File: config.mk
export PLATFORM = sky130hd
export DESIGN_NAME = conv_index_gen_flat
export DESIGN_NICKNAME = d
export VERILOG_FILES = /design/src/rtl/conv_idx_pkg.sv /design/src/rtl/conv_index_gen_if.sv /design/src/rtl/conv_idx_odometer.sv /design/src/rtl/conv_index_gen.sv /design/src/flat_wrapper.sv
export SDC_FILE = /design/constraint.sdc
export NUM_CORES = 1
export LEC_CHECK = 0
export ABC_AREA = 0
export CORE_MARGIN = 2
export CORE_UTILIZATION = 40
export CTS_CLUSTER_SIZE = 25
export DETAILED_ROUTE_END_ITERATION = 12
export GPL_TIMING_DRIVEN = 1
export HOLD_SLACK_MARGIN = 0.02
export MAX_ROUTING_LAYER = met4
export PLACE_DENSITY = 0.8
export SLEW_MARGIN = 20
export SYNTH_ARGS = -nofsm -noshare
export SYNTH_HDL_FRONTEND = slang
export SYNTH_SLANG_ARGS = --single-unit
File: constraint.sdc
create_clock -name i_clk -period 5.4 [get_ports i_clk]
set_input_delay 1.08 -clock i_clk [delete_from_list [all_inputs] [get_ports i_clk]]
set_output_delay 1.08 -clock i_clk [all_outputs]
set_load 0.1 [all_outputs]
File: src/rtl/conv_idx_pkg.sv
// Shared types for the conv loop-nest index generator: index widths, tuple
// struct, FSM state encoding, compare codes and the odometer step function.
package conv_idx_pkg;

  localparam int unsigned IDX_W_H   = 3;
  localparam int unsigned IDX_W_W   = 3;
  localparam int unsigned IDX_W_R   = 3;
  localparam int unsigned IDX_W_S   = 3;
  localparam int unsigned IDX_W_K   = 3;
  localparam int unsigned COMP_W    = 2;
  localparam int unsigned STAT_W    = 16;
  localparam int unsigned VLD_W     = 3;
  localparam int unsigned REM_W_MIN = 10;

  typedef struct packed {
    logic [IDX_W_H-1:0] h;
    logic [IDX_W_W-1:0] w;
    logic [IDX_W_R-1:0] r;
    logic [IDX_W_S-1:0] s;
    logic [IDX_W_K-1:0] k;
  } idx_tuple_t;

  typedef enum logic [1:0] {IDLE, ISSUE, WAIT, DONE} state_t;

  localparam logic [COMP_W-1:0] COMP_ALL  = 2'd0;
  localparam logic [COMP_W-1:0] COMP_AB   = 2'd1;
  localparam logic [COMP_W-1:0] COMP_BC   = 2'd2;
  localparam logic [COMP_W-1:0] COMP_NONE = 2'd3;

  // One odometer step: s innermost, k outermost; lim holds DIM-1 per field.
  function automatic idx_tuple_t next_tuple(input idx_tuple_t t, input idx_tuple_t lim);
    idx_tuple_t n;
    n = t;
    if (t.s != lim.s) n.s = t.s + IDX_W_S'(1);
    else begin
      n.s = '0;
      if (t.r != lim.r) n.r = t.r + IDX_W_R'(1);
      else begin
        n.r = '0;
        if (t.w != lim.w) n.w = t.w + IDX_W_W'(1);
        else begin
          n.w = '0;
          if (t.h != lim.h) n.h = t.h + IDX_W_H'(1);
          else begin
            n.h = '0;
            n.k = (t.k != lim.k) ? t.k + IDX_W_K'(1) : '0;
          end
        end
      end
    end
    return n;
  endfunction

endpackage

File: src/rtl/conv_index_gen_if.sv
// Tuple-issue handshake between conv_index_gen (master) and AddrProcess (slave).
interface conv_index_gen_if;
  import conv_idx_pkg::*;

  logic                start;
  idx_tuple_t          a;
  idx_tuple_t          b;
  idx_tuple_t          c;
  logic [VLD_W-1:0]    vld;
  logic                finish;
  logic [COMP_W-1:0]   comp;

  modport master (output start, a, b, c, vld, input finish, comp);
  modport slave  (input start, a, b, c, vld, output finish, comp);
endinterface

File: src/rtl/conv_idx_odometer.sv
// Holds the A/B/C tuples, the remaining-tuple count and the slot-valid mask.
// Supports load-zero and step-by-3; slots past the end repeat the last tuple.
module conv_idx_odometer
  import conv_idx_pkg::*;
#(
  parameter int unsigned K_DIM = 2,
  parameter int unsigned H_DIM = 4,
  parameter int unsigned W_DIM = 4,
  parameter int unsigned R_DIM = 3,
  parameter int unsigned S_DIM = 3
) (
  input  logic             i_clk,
  input  logic             i_rst_n,
  input  logic             i_load,
  input  logic             i_step,
  output idx_tuple_t       o_a,
  output idx_tuple_t       o_b,
  output idx_tuple_t       o_c,
  output logic [VLD_W-1:0] o_vld,
  output logic             o_more_c
);

  localparam int unsigned N     = K_DIM * H_DIM * W_DIM * R_DIM * S_DIM;
  localparam int unsigned REM_W = ($clog2(N + 1) > REM_W_MIN) ? $clog2(N + 1) : REM_W_MIN;
  localparam idx_tuple_t  LIM   = '{h: IDX_W_H'(H_DIM - 1), w: IDX_W_W'(W_DIM - 1),
                                    r: IDX_W_R'(R_DIM - 1), s: IDX_W_S'(S_DIM - 1),
                                    k: IDX_W_K'(K_DIM - 1)};

  logic [REM_W-1:0] rem_q, rem_nxt;
  idx_tuple_t       a_nxt, b_nxt, c_nxt;
  logic [VLD_W-1:0] vld_nxt;

  // Next slot contents: rem counts tuples from slot A to the end of the layer.
  always_comb begin
    rem_nxt = rem_q;
    a_nxt   = o_a;
    b_nxt   = o_b;
    c_nxt   = o_c;
    vld_nxt = o_vld;
    if (i_load || i_step) begin
      rem_nxt = i_load ? REM_W'(N) : rem_q - REM_W'(3);
      a_nxt   = i_load ? '0 : next_tuple(o_c, LIM);
      b_nxt   = (rem_nxt >= REM_W'(2)) ? next_tuple(a_nxt, LIM) : a_nxt;
      c_nxt   = (rem_nxt >= REM_W'(3)) ? next_tuple(b_nxt, LIM) : b_nxt;
      vld_nxt = {rem_nxt >= REM_W'(3), rem_nxt >= REM_W'(2), rem_nxt >= REM_W'(1)};
    end
  end

  // Slot registers.
  always_ff @(posedge i_clk or negedge i_rst_n) begin
    if (!i_rst_n) begin
      rem_q <= '0;
      o_a   <= '0;
      o_b   <= '0;
      o_c   <= '0;
      o_vld <= '0;
    end else begin
      rem_q <= rem_nxt;
      o_a   <= a_nxt;
      o_b   <= b_nxt;
      o_c   <= c_nxt;
      o_vld <= vld_nxt;
    end
  end

  assign o_more_c = rem_q > REM_W'(3);

endmodule

File: src/rtl/conv_index_gen.sv
// Walks the conv loop nest (k,h,w,r,s) and issues index tuples to AddrProcess
// in groups of three, one start/finish handshake per group.
// Optional: define COMP_STATS_EN for saturating compare-code counters.
module conv_index_gen
  import conv_idx_pkg::*;
#(
  parameter int unsigned K_DIM = 2,
  parameter int unsigned H_DIM = 4,
  parameter int unsigned W_DIM = 4,
  parameter int unsigned R_DIM = 3,
  parameter int unsigned S_DIM = 3
) (
  input  logic                i_clk,
  input  logic                i_rst_n,
  input  logic                i_start,
  output logic                o_busy,
  output logic                o_done,
  output logic [COMP_W-1:0]   o_last_comp,
  output logic [STAT_W-1:0]   o_cnt_all,
  output logic [STAT_W-1:0]   o_cnt_ab,
  output logic [STAT_W-1:0]   o_cnt_bc,
  output logic [STAT_W-1:0]   o_cnt_none,
  conv_index_gen_if.master    bus
);

  state_t state_q, state_nxt;
  logic   load, step, acc_fin, more;

  conv_idx_odometer #(
    .K_DIM(K_DIM), .H_DIM(H_DIM), .W_DIM(W_DIM), .R_DIM(R_DIM), .S_DIM(S_DIM)
  ) u_odo (
    .i_clk    (i_clk),
    .i_rst_n  (i_rst_n),
    .i_load   (load),
    .i_step   (step),
    .o_a      (bus.a),
    .o_b      (bus.b),
    .o_c      (bus.c),
    .o_vld    (bus.vld),
    .o_more_c (more)
  );

  // State register.
  always_ff @(posedge i_clk or negedge i_rst_n) begin
    if (!i_rst_n) state_q <= IDLE;
    else          state_q <= state_nxt;
  end

  // Next-state and odometer control; finish only counts in WAIT.
  always_comb begin
    state_nxt = state_q;
    load      = 1'b0;
    step      = 1'b0;
    acc_fin   = 1'b0;
    case (state_q)
      IDLE:  if (i_start) begin
               load      = 1'b1;
               state_nxt = ISSUE;
             end
      ISSUE: state_nxt = WAIT;
      WAIT:  if (bus.finish) begin
               acc_fin   = 1'b1;
               step      = more;
               state_nxt = more ? ISSUE : DONE;
             end
      DONE:  state_nxt = IDLE;
      default: state_nxt = IDLE;
    endcase
  end

  // Busy and last compare code.
  always_ff @(posedge i_clk or negedge i_rst_n) begin
    if (!i_rst_n) begin
      o_busy      <= 1'b0;
      o_last_comp <= COMP_NONE;
    end else begin
      o_busy <= (state_nxt == ISSUE) || (state_nxt == WAIT);
      if (acc_fin) o_last_comp <= bus.comp;
    end
  end

  assign bus.start = (state_q == ISSUE);
  assign o_done    = (state_q == DONE);

`ifdef COMP_STATS_EN
  logic [STAT_W-1:0] cnt_q [4];

  // Compare-code statistics over full groups, cleared on each new layer.
  always_ff @(posedge i_clk or negedge i_rst_n) begin
    if (!i_rst_n) begin
      for (int i = 0; i < 4; i++) cnt_q[i] <= '0;
    end else if (load) begin
      for (int i = 0; i < 4; i++) cnt_q[i] <= '0;
    end else if (acc_fin && (bus.vld == 3'b111) && (cnt_q[bus.comp] != {STAT_W{1'b1}})) begin
      cnt_q[bus.comp] <= cnt_q[bus.comp] + STAT_W'(1);
    end
  end

  assign o_cnt_all  = cnt_q[COMP_ALL];
  assign o_cnt_ab   = cnt_q[COMP_AB];
  assign o_cnt_bc   = cnt_q[COMP_BC];
  assign o_cnt_none = cnt_q[COMP_NONE];
`else
  assign o_cnt_all  = '0;
  assign o_cnt_ab   = '0;
  assign o_cnt_bc   = '0;
  assign o_cnt_none = '0;
`endif

endmodule

File: src/flat_wrapper.sv
// flat-port wrapper written by rule: the top's interface ports become plain ports
module conv_index_gen_flat import conv_idx_pkg::*;
#(
  parameter int unsigned K_DIM = 2,
  parameter int unsigned H_DIM = 4,
  parameter int unsigned W_DIM = 4,
  parameter int unsigned R_DIM = 3,
  parameter int unsigned S_DIM = 3
)
  (i_clk, i_rst_n, i_start, o_busy, o_done, o_last_comp, o_cnt_all, o_cnt_ab, o_cnt_bc, o_cnt_none, bus_start, bus_a, bus_b, bus_c, bus_vld, bus_finish, bus_comp);
  conv_index_gen_if bus_i ();
  input  logic i_clk;
  input  logic i_rst_n;
  input  logic i_start;
  output logic o_busy;
  output logic o_done;
  output logic [COMP_W-1:0] o_last_comp;
  output logic [STAT_W-1:0] o_cnt_all;
  output logic [STAT_W-1:0] o_cnt_ab;
  output logic [STAT_W-1:0] o_cnt_bc;
  output logic [STAT_W-1:0] o_cnt_none;
  output wire logic [$bits(bus_i.start)-1:0] bus_start;
  output wire logic [$bits(bus_i.a)-1:0] bus_a;
  output wire logic [$bits(bus_i.b)-1:0] bus_b;
  output wire logic [$bits(bus_i.c)-1:0] bus_c;
  output wire logic [$bits(bus_i.vld)-1:0] bus_vld;
  input wire logic [$bits(bus_i.finish)-1:0] bus_finish;
  input wire logic [$bits(bus_i.comp)-1:0] bus_comp;
  assign bus_start = bus_i.start;
  assign bus_a = bus_i.a;
  assign bus_b = bus_i.b;
  assign bus_c = bus_i.c;
  assign bus_vld = bus_i.vld;
  assign bus_i.finish = bus_finish;
  assign bus_i.comp = bus_comp;
  conv_index_gen #(.K_DIM(K_DIM), .H_DIM(H_DIM), .W_DIM(W_DIM), .R_DIM(R_DIM), .S_DIM(S_DIM)) u_core (.i_clk(i_clk), .i_rst_n(i_rst_n), .i_start(i_start), .o_busy(o_busy), .o_done(o_done), .o_last_comp(o_last_comp), .o_cnt_all(o_cnt_all), .o_cnt_ab(o_cnt_ab), .o_cnt_bc(o_cnt_bc), .o_cnt_none(o_cnt_none), .bus(bus_i));
endmodule
==> summary.txt <==
Post-synth EDFFs = 0
Relative slew margins = 30.58%
Largest net degree at the start of global routing = 64
Initial antenna violation count = 0
Critical Path Start Type = primary input
RSZ-0062 raised after global routing = false
Fin nets = 556
Cell Rows = 37
Seq/Total Area, Yosys = 36.51%
Most common cell in the netlist = nand2_1
Worst Setup Path Type = in -> reg
Drt wl/cell = 14.49 um
CP Capture Type = flop
Clk_lat worst skew = 360 ps
Synth Instances = 496
Synth async-reset ratio = 100.0%
CTS Sinks = 63
Core region area = 0.01042 mm^2
DR vias = 3,547
Die X = 108.0 um
Crit path buffers/inverters = 1
FF+latch area = 0.001579 mm^2
Hold Fails Final Rpt = 0
IO Pins = 123
Synth unique cells = 73
Final Skew = 7.853 ps
Max clock buf depth = 2
Leading area contributor after synthesis = dfrtp_1
First-pass GRT wire length = 16,310 um
Share of the synthesized area in the top cell type = 35.29%
Starting Density = 41.53%
F_max = 225.1 MHz
Ordered list of cells on the worst path = clkdlybuf4s50_1 > or3b_2 > nand3_1 > nor3_2 > xnor2_1 > ha_1 > nand3_1 > a311oi_1 > nor2_1 > nor2_1 > nor4b_4 > mux2i_1 > nand2_1
Largest stage delay, worst path = 630 ps
Die ar. = 0.01166 mm^2
Final Cycle Share = 82.27%
Post-route setup TNS = 0 ps
Post-DRT Antenna Nets = 0
Die Ht = 108.0 um
Delay-heaviest family, CP = simple AND/OR/NAND/NOR gates
YS warnings = 0
Hold bufs inserted after CTS = 0
Synth Cell Area = 0.004325 mm^2
Status = finished, final reports clean
CP arrival = 4670 ps
CTS HTree Levels = 3
Root buf cell = clkbuf_8
Final min period = 4443 ps
Tightest Pin Transition = 1038 ps
Post-route cell area = 0.004967 mm^2
Crit-path max FO = 15
GRT Util Overall = 18.16%
CTS buffer count = 9
Post-route DRC = 0
Vias in the first global route = 3,391
Endpoints failing setup = 0
Final WL = 9898 um
Commonest cells post-synth = nand2_1 (80), buf_4 (65), dfrtp_1 (61)
DP Area = 0.004756 mm^2
Diode count = 0
Top cells by area, synth = dfrtp_1 (35%), buf_4 (11%), nand2_1 (6.9%)
Total global routing overflow = 0
Fillers = 983
Vias/cell = 5.193
Multi-input logic area = 0.002360 mm^2
Worst-path clk slew = 60 ps
Seq cells post-synth = 63
Min-Delay Path Class = reg -> reg
Max cap viols = 0
Fraction of layout instances using a drive strength above 1 = 10.05%
CTS tree = yes
Max-slew violations = 0
Critical Path RT = 5630 ps
Detailed placement HPWL = 7215 um
Gpl congestion = 0.9516
TritonRoute pass-1 iters = 5
Setup Fix Bufs, Post-CTS = 0
Layout area overhead = 14.84%
Port Buf Inserts = 58
Syn Area/Cell = 8.721 um^2
Resized cells post-CTS = 0
Top_reg_cell synth = dfrtp_1
CP max-delay cell = or3b_2
Starting DRT DRC Count = 266
==> sequential cells by signal, indices dropped and copies added (netlist names) <==
| name | count |
|---|---|
| u_core.u_odo.o_a | 15 |
| u_core.u_odo.o_b | 15 |
| u_core.u_odo.o_c | 15 |
| u_core.u_odo.rem_q | 10 |
| u_core.u_odo.o_vld | 3 |
| u_core.o_last_comp | 2 |
| u_core.state_q | 2 |
| u_core.o_busy | 1 |
==> area by class of cell <==
cell class	instances	share of cell area, %
Tap cell	136	3.426
Timing Repair Buffer	63	12.34
Sequential cell	63	31.79
Clock buffer	11	2.846
Inverter	9	0.6801
Clock inverter	4	1.411
Multi-Input combinational cell	397	47.51
==> worst min-delay path, stage by stage (launching register included) <==
cell and delay (ps):
dfrtp_1 340, nand2_1 40, o21ai_0 60
==> metrics by stage <==
| step | std cells | setup WS, ps | util, % | hold slack, ps |
|---|---|---|---|---|
| after global routing | 683 | 596.2 | 47.69 | 499.0 |
| final | 683 | 957.2 | 47.69 | 478.0 |
| after CTS | 683 | 1043 | 47.69 | 484.1 |
| after floorplan | 559 | 1312 | - | 509.9 |
| after detailed placement | 668 | 677.5 | 45.66 | 463.2 |
| after global placement | 668 | 881.7 | 45.66 | 459.1 |
==> cells in the final DEF, fill, tap and decap left out, types with 3 or more instances in the layout <==
master	synthesis	routed
inv_1	9	9
o211ai_1	3	3
xor2_1	6	6
o21ai_0	35	35
o31ai_1	9	9
nor3_2	2	3
nor3_1	10	9
a31oi_1	4	4
or3_1	5	5
xnor2_1	7	7
clkbuf_8	0	10
nand2b_1	4	4
dfrtp_1	61	61
ha_1	7	7
nand3_1	9	9
conb_1	1	64
nor2_1	32	32
o21ai_1	6	6
o21a_1	3	3
clkdlybuf4s50_1	0	57
buf_4	65	5
a21o_1	6	6
mux2i_1	14	14
nor2b_1	8	8
mux2_2	5	5
nand2_1	80	79
nand4_1	5	5
a21oi_1	16	16
==> cell families after synthesis <==
logic type      synth area share (%)
fa+ha+maj                      2.025
mux                            5.525
flops                          36.51
buf+inv                        14.69
compound gates                 15.16
simple gates                   22.74
xor+xnor                       3.269
other cells                  0.08670
==> final timing paths <==
path                                       start             endpoint  slack, ps  cells after the start
max                                      i_start  u_core.u_odo.o_c[2]        960                     13
min                          u_core.u_odo.o_b[0]  u_core.u_odo.o_b[0]        480                      2
max reg2reg                u_core.u_odo.rem_q[0]  u_core.u_odo.o_c[2]       1020                     16
min reg2reg                  u_core.u_odo.o_b[0]  u_core.u_odo.o_b[0]        480                      2
max in group asynchronous                i_rst_n  u_core.u_odo.o_a[6]       3990                      2
min in group asynchronous                i_rst_n  u_core.u_odo.o_b[1]        900                      2
==> per-layer routing <==
layer	vias to the layer above	share of wire [%]	global-route usage, %
li1	1686	-	-
met1	1700	43	22.94
met2	142	48	28.03
met3	19	6.9	4.762
met4	0	1.8	6.868
met5	-	0	-
Power is left out: the tool's default activity adds up to more than one toggle a clock period on the data nets, which glitch-free logic cannot reach.
